$ cat src/rtl/led_breather.sv
// Breathing LED: each blink transition steps a brightness level along a triangle
// ramp, and a free-running PWM counter turns that level into a dimmed LED drive.
module led_breather #(
    parameter int PWM_BITS = 8,
    parameter int STEP     = 16
) (
    input  logic                clock,
    input  logic                reset,
    input  logic                io_blink,
    input  logic                io_enable,
    output logic                io_led,
    output logic [PWM_BITS-1:0] io_level,
    output logic                io_dir
);

    localparam int                  MAX       = (1 << PWM_BITS) - 1;
    localparam logic [PWM_BITS:0]   STEP_W    = (PWM_BITS + 1)'(STEP);
    localparam logic [PWM_BITS:0]   MAX_W     = (PWM_BITS + 1)'(MAX);
    localparam logic [PWM_BITS-1:0] LEVEL_MAX = '1;

    generate
        if (STEP < 1 || STEP > MAX) begin : g_bad_step
            $error("led_breather: STEP must lie in 1..2^PWM_BITS-1");
        end
    endgenerate

    logic                blink_q, blink_d;
    logic [PWM_BITS-1:0] level_q, level_d;
    logic                dir_q, dir_d;
    logic [PWM_BITS-1:0] pwm_cnt_q, pwm_cnt_d;
    logic                led_q, led_d;

    logic                blink_edge;
    logic [PWM_BITS:0]   level_ext;
    logic [PWM_BITS:0]   level_sum;

    // Both blink polarities count as a step; the extra bit keeps the sum from wrapping.
    always_comb begin
        blink_edge = io_blink ^ blink_q;
        level_ext  = {1'b0, level_q};
        level_sum  = level_ext + STEP_W;
        blink_d    = io_blink;
        level_d    = level_q;
        dir_d      = dir_q;
        if (blink_edge && io_enable) begin
            if (!dir_q) begin
                if (level_sum >= MAX_W) begin
                    level_d = LEVEL_MAX;
                    dir_d   = 1'b1;
                end else begin
                    level_d = level_sum[PWM_BITS-1:0];
                end
            end else begin
                if (level_ext <= STEP_W) begin
                    level_d = '0;
                    dir_d   = 1'b0;
                end else begin
                    level_d = level_q - STEP_W[PWM_BITS-1:0];
                end
            end
        end
    end

    // Full level is forced on so MAX really means 100% duty, not MAX/(MAX+1).
    always_comb begin
        pwm_cnt_d = pwm_cnt_q + 1'b1;
        led_d     = io_enable && ((pwm_cnt_q < level_q) || (level_q == LEVEL_MAX));
    end

    always_ff @(posedge clock) begin
        if (reset) begin
            blink_q   <= 1'b0;
            level_q   <= '0;
            dir_q     <= 1'b0;
            pwm_cnt_q <= '0;
            led_q     <= 1'b0;
        end else begin
            blink_q   <= blink_d;
            level_q   <= level_d;
            dir_q     <= dir_d;
            pwm_cnt_q <= pwm_cnt_d;
            led_q     <= led_d;
        end
    end

    assign io_led   = led_q;
    assign io_level = level_q;
    assign io_dir   = dir_q;

endmodule

$ cat config.mk
export PLATFORM = sky130hd
export DESIGN_NAME = led_breather
export DESIGN_NICKNAME = d
export VERILOG_FILES = /design/src/rtl/led_breather.sv
export SDC_FILE = /design/constraint.sdc
export NUM_CORES = 1
export LEC_CHECK = 0
export CORE_MARGIN = 2
export CORE_UTILIZATION = 54
export CTS_CLUSTER_DIAMETER = 150
export CTS_CLUSTER_SIZE = 10
export DETAILED_ROUTE_END_ITERATION = 12
export HOLD_SLACK_MARGIN = 0.03
export PLACE_DENSITY = 0.78
export SKIP_CTS_REPAIR_TIMING = 1
export SLEW_MARGIN = 15
export SYNTH_ARGS = -nofsm -noshare
export SYNTH_HDL_FRONTEND = slang
export SYNTH_SLANG_ARGS = --single-unit
$ cat constraint.sdc
create_clock -name clock -period 2.3 [get_ports clock]
set_input_delay 0.575 -clock clock [delete_from_list [all_inputs] [get_ports clock]]
set_output_delay 0.575 -clock clock [all_outputs]
set_load 0.03 [all_outputs]
Yosys cells after proc, flatten, opt, wreduce, memory -nomap -nowiden. Index checks and enable logic that the tools add are counted.

Register bits: 19. Output and inout bits: 10. Word-level logic and storage cells: 22. Input port bits: 4.

Magnitude comparators: 3. Mux-type cells: 6. Reductions and logical operators: 3. Bitwise logic cells: 1. Eq/ne operators: 1. Add/sub/neg operators: 3.

Operator list (count): $mux W8 (3); $add A8 B5 Y9 const B (1); $ge A9 B8 Y1 const B (1); $add A8 B1 Y8 const B (1); $eq A8 B8 Y1 const B (1); $le A8 B5 Y1 const B (1); $lt A8 B8 Y1 (1); $sub A8 B5 Y8 const B (1); $mux W1 (3); $logic_and A1 B1 Y1 (2); $logic_or A1 B1 Y1 (1); $xor A1 B1 Y1 (1).

Logic depth before layout (Yosys ltp). Gate-level depths: netlist of run 1.

Depth in word-level cells: 4. Depth in mapped cells: 7. Mapped depth without buffers: 7.

Least setup slack after synthesis of run 1. Ideal clock, no wire load.

Kind: flip-flop to flip-flop. From: register level_q[4], in the netlist io_level[4]. To: register level_q[6], in the netlist io_level[6]. Buffers on the path: 0. Required time: 2197 ps. Slack: 161 ps. Period minus slack after synthesis: 2139 ps. Library setup time: 103 ps. Arrival: 2036 ps. Stages on the path, launching flop included: 8. Cell sequence: dfxtp_1 -> inv_1 -> ha_1 -> nor2b_2 -> o211ai_1 -> a31oi_2 -> nor3_1 -> a2111oi_2.

Cells in the longest elaborated chain, start to end: 4. Elaborated cells on any way between the ends: 7. Those cells by class: add/sub: 2; order compare: 2; mux: 3.

RTL lines: start: declaration (line 28) `logic [PWM_BITS-1:0] level_q, level_d;`; start signal: assignment (line 79) `level_q <= level_d;`; $add A8 B5 Y9 (line 41) `level_sum = level_ext + STEP_W;`; $ge A9 B8 Y1 (line 47) `if (level_sum >= MAX_W) begin`; $mux W8 (line 47); $mux W8 (*) (line 46) `if (!dir_q) begin`.

Every way passes the cells marked *; elsewhere a longest branch is shown, timed or not. A chain may end at the register's enable or synchronous reset.

==> results of run 1 <==
[cell usage in the layout (no fill, tap or decap), types with 3 or more instances in the layout]
cell type / count
xor2_1: 5
nor2_1: 9
a21o_1: 3
o21ai_0: 6
nor2b_1: 4
xnor2_1: 3
a21oi_1: 7
dfxtp_1: 16
o211ai_1: 3
nand2_1: 8
nand3_1: 7
buf_4: 5
inv_1: 7
ha_1: 12
clkdlybuf4s50_1: 13
clkbuf_4: 3
[worst paths after layout]
kind,end,cells past startpoint
worst min register to register,pwm_cnt_q[0],1
worst min-delay path,pwm_cnt_q[0],1
worst max-delay path,io_level[3],1
worst max register to register,io_level[6],7
[per-stage QoR]
| step | area, um^2 | worst slack (ns) | util, % | hold slack, ns |
|---|---|---|---|---|
| 2_1_floorplan | 1079 | 0.1606 | - | 0.4208 |
| 3_3_place_gp | 1231 | 0.2944 | 64.06 | 0.4415 |
| 3_5_place_dp | 1231 | 0.2520 | 64.06 | 0.4442 |
| 4_1_cts | 1254 | 0.08361 | 65.23 | 0.4640 |
| 5_1_grt | 1254 | 0.01323 | 65.23 | 0.5232 |
| 6_report | 1254 | 0.09487 | 65.23 | 0.4634 |
[flip-flops by register name, summed over array words and instances (netlist names)]
signal and count:
blink_q 1, io_level 5, pwm_cnt_q 8, io_led 1, io_dir 1
[cell families after synthesis]
kind of cell / Yosys count
adders and majority gates: 12
AOI/OAI and AO/OA: 33
buffers and inverters: 13
DFF: 16
and+or+nand+nor: 42
xor gates and xnor gates: 8
[layer usage]
layer / vias to the layer above / global-route usage (%)
li1: 479 / -
met1: 442 / 28.29
met2: 30 / 34.02
met3: 4 / 2.778
met4: 0 / 7.143
met5: - / 0
[final cells by class]
type	instances	area share, %
Clock buffer	3	1.796
Inverter	7	2.096
Multi-Input combinational cell	95	54.49
Sequential cell	16	25.55
Tap cell	27	2.695
Timing Repair Buffer	18	13.37
[where the power goes]
part | leakage (nW) | internal [mW] | switching, mW | total, mW
clock | 0.0138 | 0.0608 | 0.0835 | 0.144
combinational | 0.347 | 0.0670 | 0.0836 | 0.151
sequential | 0.130 | 0.289 | 0.00723 | 0.296
total | 0.491 | 0.416 | 0.174 | 0.591
==> qor.txt, run 1 <==
vias in the first global route: 853
I/O Buffers: 13
post-DR vias/cell: 5.753
hpwl dp: 1.816 mm
multi-input logic area: 683.2 um^2
Sink Count: 16
Max Fclk: 0.4535 GHz
CP peak stage delay: 0.75 ns
crit-path cells: clkdlybuf4s50_1
CTS buffer count: 3
PwrDens: 471.2 nW/um^2
Remaining Overflow, GRT: 0
Detail Route Antenna Nets: 0
final setup violation count: 0
Post-synth top cells: dfxtp_1 (16), ha_1 (12), nor2_1 (9)
Post-synth top flop: dfxtp_1
Critical Path Sink Type: primary output
crit-path max FO: 12
post-synthesis compound-gate area fraction: 22.04%
Max rail drop VDD: 0.0004259 V
CP top delay family: buffers and inverters
diode count: 0
Synth Area per Inst: 8.698 um^2
largest family of logic cells by synthesized area: compound AO/OA/AOI/OAI gates
Non-Filler Instances: 166
Setup CP Type: reg -> out
met3 WL: 103 um
post-synthesis xor/xnor area fraction: 6.497%
Post-synth EDFFs: 0
Synth top area share: 29.70%
Clk Latency, worst-skew pair: 0.29 ns
Tot Pwr: 0.5908 mW
crit path launch: io_level[2]
FF/Latch Area: 320.3 um^2
max-capacitance violation count: 0
Synth Warn #: 0
placed insts: 163
first-pass GRT wire length: 3.857 mm
vias: 955
WP data arrival: 1.63 ns
post-synthesis cell type count: 40
total track usage: 20.85%
Period minus WS final: 2.205 ns
Final nets: 157
per-cell routed wire length: 13.86 um
setup_tns: 0 ns
Yosys reg bits: 16
final max-slew violation count: 0
startpoint types: register
initial antenna violation count: 0
Least-Margin Pin Slew: 0.4212 ns
Rel. slew slack: 71.88%
post-synthesis adder-cell area fraction: 13.92%
post-synth top area cell: dfxtp_1
Routed WL: 2.300 mm
DR pass1 iterations: 4
core area: 1922 um^2
cell row count: 16
reg-to-reg slack, setup: 0.42 ns
Worst Hold Class: reg -> reg
reg2reg start: io_level[4]
die outline width: 48.69 um
layout cell share with drive strength beyond 1: 11.51%
CTS tree: done
Synth area leaders: dfxtp_1 (30%), ha_1 (14%), xor2_1 (4.1%), a21oi_1 (3.2%), nand3_1 (3.2%)
Final Hold Viols: 0
Die Span Y: 48.69 um
area grow syn2layout: 16.24%
Buf/Inv on CP: 1
CP required: 1.73 ns
Tcrit/Tclk final: 95.88%
die area: 2371 um^2
Top Ports: 14
Top Metal Used: met4
Clock Path Buffers: 2
count leader, synth: dfxtp_1
register area share after synthesis: 29.70%
Synth Cell Area: 1079 um^2
status: completed
wire length on met1: 1.093 mm
hold wc startpoint: pwm_cnt_q[0]
largest net degree at the start of global routing: 13
static leakage: 0.4908 nW
fillers: 175
mux share of post-synthesis cell area: 0%
Max Clock Skew: 0.009190 ns
syn_nets: 140
setup repair after global routing missed its margin: false
post-synthesis async set-or-reset flop share: 0%
CTS root buf: clkbuf_4
CTS clock-pin slew for the worst setup and hold paths: 0.09 ns
Slowest-stage cell, CP: clkdlybuf4s50_1
DR iter-0 viols: 33
DRC: 0
met2 WL: 1.071 mm
H-tree depth: 1
instance count of the mapped netlist: 124
gpl congestion: 0.8969
initial core utilization: 56.12%
post-synthesis simple-gate area fraction: 20.88%
(Power assumes the default switching activity.)
==> run 2, diff against run 1 <==
--- a/config.mk
+++ b/config.mk
@@ -10,7 +10,7 @@
 export CTS_CLUSTER_DIAMETER = 150
 export CTS_CLUSTER_SIZE = 10
 export DETAILED_ROUTE_END_ITERATION = 12
-export HOLD_SLACK_MARGIN = 0.03
+export HOLD_SLACK_MARGIN = 0.02
 export PLACE_DENSITY = 0.78
 export SKIP_CTS_REPAIR_TIMING = 1
 export SLEW_MARGIN = 15
==> constraint.sdc (replaced) <==
create_clock -name clock -period 2.35 [get_ports clock]
set_input_delay 0.5875 -clock clock [delete_from_list [all_inputs] [get_ports clock]]
set_output_delay 0.5875 -clock clock [all_outputs]
set_load 0.03 [all_outputs]
==> run 2 against run 1 <==
  * Die area stayed put
  * Cell count is 0.60% higher
  * Cell area is 1.1% higher
  * Highest routed layer unchanged
  * Via count is 2.6% higher
  * Critical endpoint is now io_level[2]
  * Global-route usage is 1.1 points higher
  * Core utilization is 0.72 points higher
  * Sequential cell count stayed put
==> qor.txt, run 2 (synthesized netlist as in run 1, its figures left out) <==
Clk Latency, worst-skew pair: 0.29 ns (about the same)
setup_tns: 0 ns (unchanged)
Detail Route Antenna Nets: 0 (unchanged)
placed insts: 163 (unchanged)
vias: 980 (+2.6%)
DRC: 0 (unchanged)
hold wc startpoint: pwm_cnt_q[0]
leading cell type in the layout, fill and taps excluded: dfxtp_1
crit-path cells: clkdlybuf4s50_1
initial antenna violation count: 0 (unchanged)
Slowest-stage cell, CP: clkdlybuf4s50_1
fillers: 174 (-0.57%)
Final Hold Viols: 0 (unchanged)
Setup CP Type: reg -> out
largest net degree at the start of global routing: 13 (unchanged)
first-pass GRT wire length: 4.050 mm (+5.0%)
total track usage: 21.98% (+1.1 points)
Max rail drop VDD: 0.0005800 V (+36%)
Reg-to-Reg End: io_level[6]
PwrDens: 493.5 nW/um^2 (+4.7%)
static leakage: 0.4970 nW (+1.3%)
startpoint types: register
WP depth: 1 (unchanged)
gpl congestion: 0.9321 (+3.9%)
layout cell share with drive strength beyond 1: 12.14% (+0.63 points)
CTS clock-pin slew for the worst setup and hold paths: 0.09 ns (about the same)
die area: 2371 um^2 (unchanged)
I/O Buffers: 13 (unchanged)
hpwl dp: 1.885 mm (+3.8%)
CP required: 1.76 ns (+0.03 ns)
DR pass1 iterations: 4 (unchanged)
final setup margin: 0.1414 ns (+0.04653 ns)
multi-input logic area: 683.2 um^2 (unchanged)
max-capacitance violation count: 0 (unchanged)
Rel. slew slack: 73.16% (+1.3 points)
crit path to: io_level[2]
Die Span Y: 48.69 um (unchanged)
CTS tree: done
Worst Hold Class: reg -> reg
diode count: 0 (unchanged)
CTS buffer count: 3 (unchanged)
crit-path max FO: 12 (unchanged)
die outline width: 48.69 um (unchanged)
area grow syn2layout: 17.52%
Sink Count: 16 (unchanged)
Buf/Inv on CP: 1 (unchanged)
largest register by flop count: pwm_cnt_q
Max Clock Skew: 0.002893 ns (-0.006297 ns)
core area: 1922 um^2 (unchanged)
hold slack: 0.4622 ns (-0.001223 ns)
Final nets: 157 (unchanged)
crit path launch: io_level[2]
cell row count: 16 (unchanged)
CTS root buf: clkbuf_4
post-DR vias/cell: 5.868 (+2.0%)
H-tree depth: 1 (unchanged)
path depth of the worst reg2reg path: 7 (unchanged)
Critical Path Sink Type: primary output
initial core utilization: 56.12% (unchanged)
WP data arrival: 1.62 ns (about the same)
CP peak stage delay: 0.75 ns (about the same)
Largest register FFs: 8 (unchanged)
reg-to-reg slack, setup: 0.45 ns (+0.03 ns)
Period minus WS final: 2.209 ns
Routed WL: 2.414 mm (+5.0%)
DR iter-0 viols: 33 (unchanged)
Remaining Overflow, GRT: 0 (unchanged)
reg2reg start: io_level[4]
vias in the first global route: 935 (+9.6%)
commonest non-fill, non-tap cells in the layout: dfxtp_1 (16), clkdlybuf4s50_1 (13), ha_1 (12), nor2_1 (9), nand2_1 (8)
FF/Latch Area: 320.3 um^2 (unchanged)
Clock Path Buffers: 2 (unchanged)
Place WS: 0.2681 ns (+0.01617 ns)
CP top delay family: buffers and inverters
Non-Filler Instances: 167 (+0.60%)
final setup violation count: 0 (unchanged)
Tcrit/Tclk final: 93.98%
status: completed
Least-Margin Pin Slew: 0.4021 ns (-0.01914 ns)
Max Fclk: 0.4528 GHz
final max-slew violation count: 0 (unchanged)
setup repair after global routing missed its margin: false
Top Ports: 14 (unchanged)
per-cell routed wire length: 14.46 um (+4.3%)
[run 2: power by group]
| part | leakage (nW) | switching (mW) | internal (mW) |
|---|---|---|---|
| Combinational | 0.346 | 0.0805 | 0.0654 |
| Sequential | 0.130 | 0.0109 | 0.283 |
| Clock | 0.0210 | 0.0916 | 0.0945 |
| Total | 0.497 | 0.183 | 0.442 |
[run 2: area by class of cell]
| type | instances | share of cell area [%] |
|---|---|---|
| multi-input combinational | 95 | 53.90 |
| sequential | 16 | 25.27 |
| timing repair buffer | 18 | 13.23 |
| clock buffer | 4 | 2.863 |
| tap | 27 | 2.665 |
| inverter | 7 | 2.073 |
[run 2: per-layer routing]
metal	track usage (%)	share of wire [%]	vias to the layer above
met5	0	0	-
met4	9.524	0.87	0
met3	4.012	4.4	2
met2	41.55	52	35
met1	23.50	42	467
li1	-	-	476
[run 2: worst min-delay path by stage]
stage / end / slack [ns] / cells after the start
finish: pwm_cnt_q[0] / 0.46 / 1
global route: pwm_cnt_q[0] / 0.50 / 1
global placement: pwm_cnt_q[0] / 0.44 / 1
detailed placement: pwm_cnt_q[0] / 0.45 / 1
floorplan: pwm_cnt_q[0] / 0.42 / 1
CTS: pwm_cnt_q[0] / 0.47 / 1
[run 2: per-stage QoR]
stage,cell area (um^2),util [%],power (mW)
global placement,1231,64.06,0.4398
finish,1267,65.95,0.6255
CTS,1267,65.95,0.6321
global route,1267,65.95,0.6577
detailed placement,1231,64.06,0.4445
floorplan,1079,-,0.3991
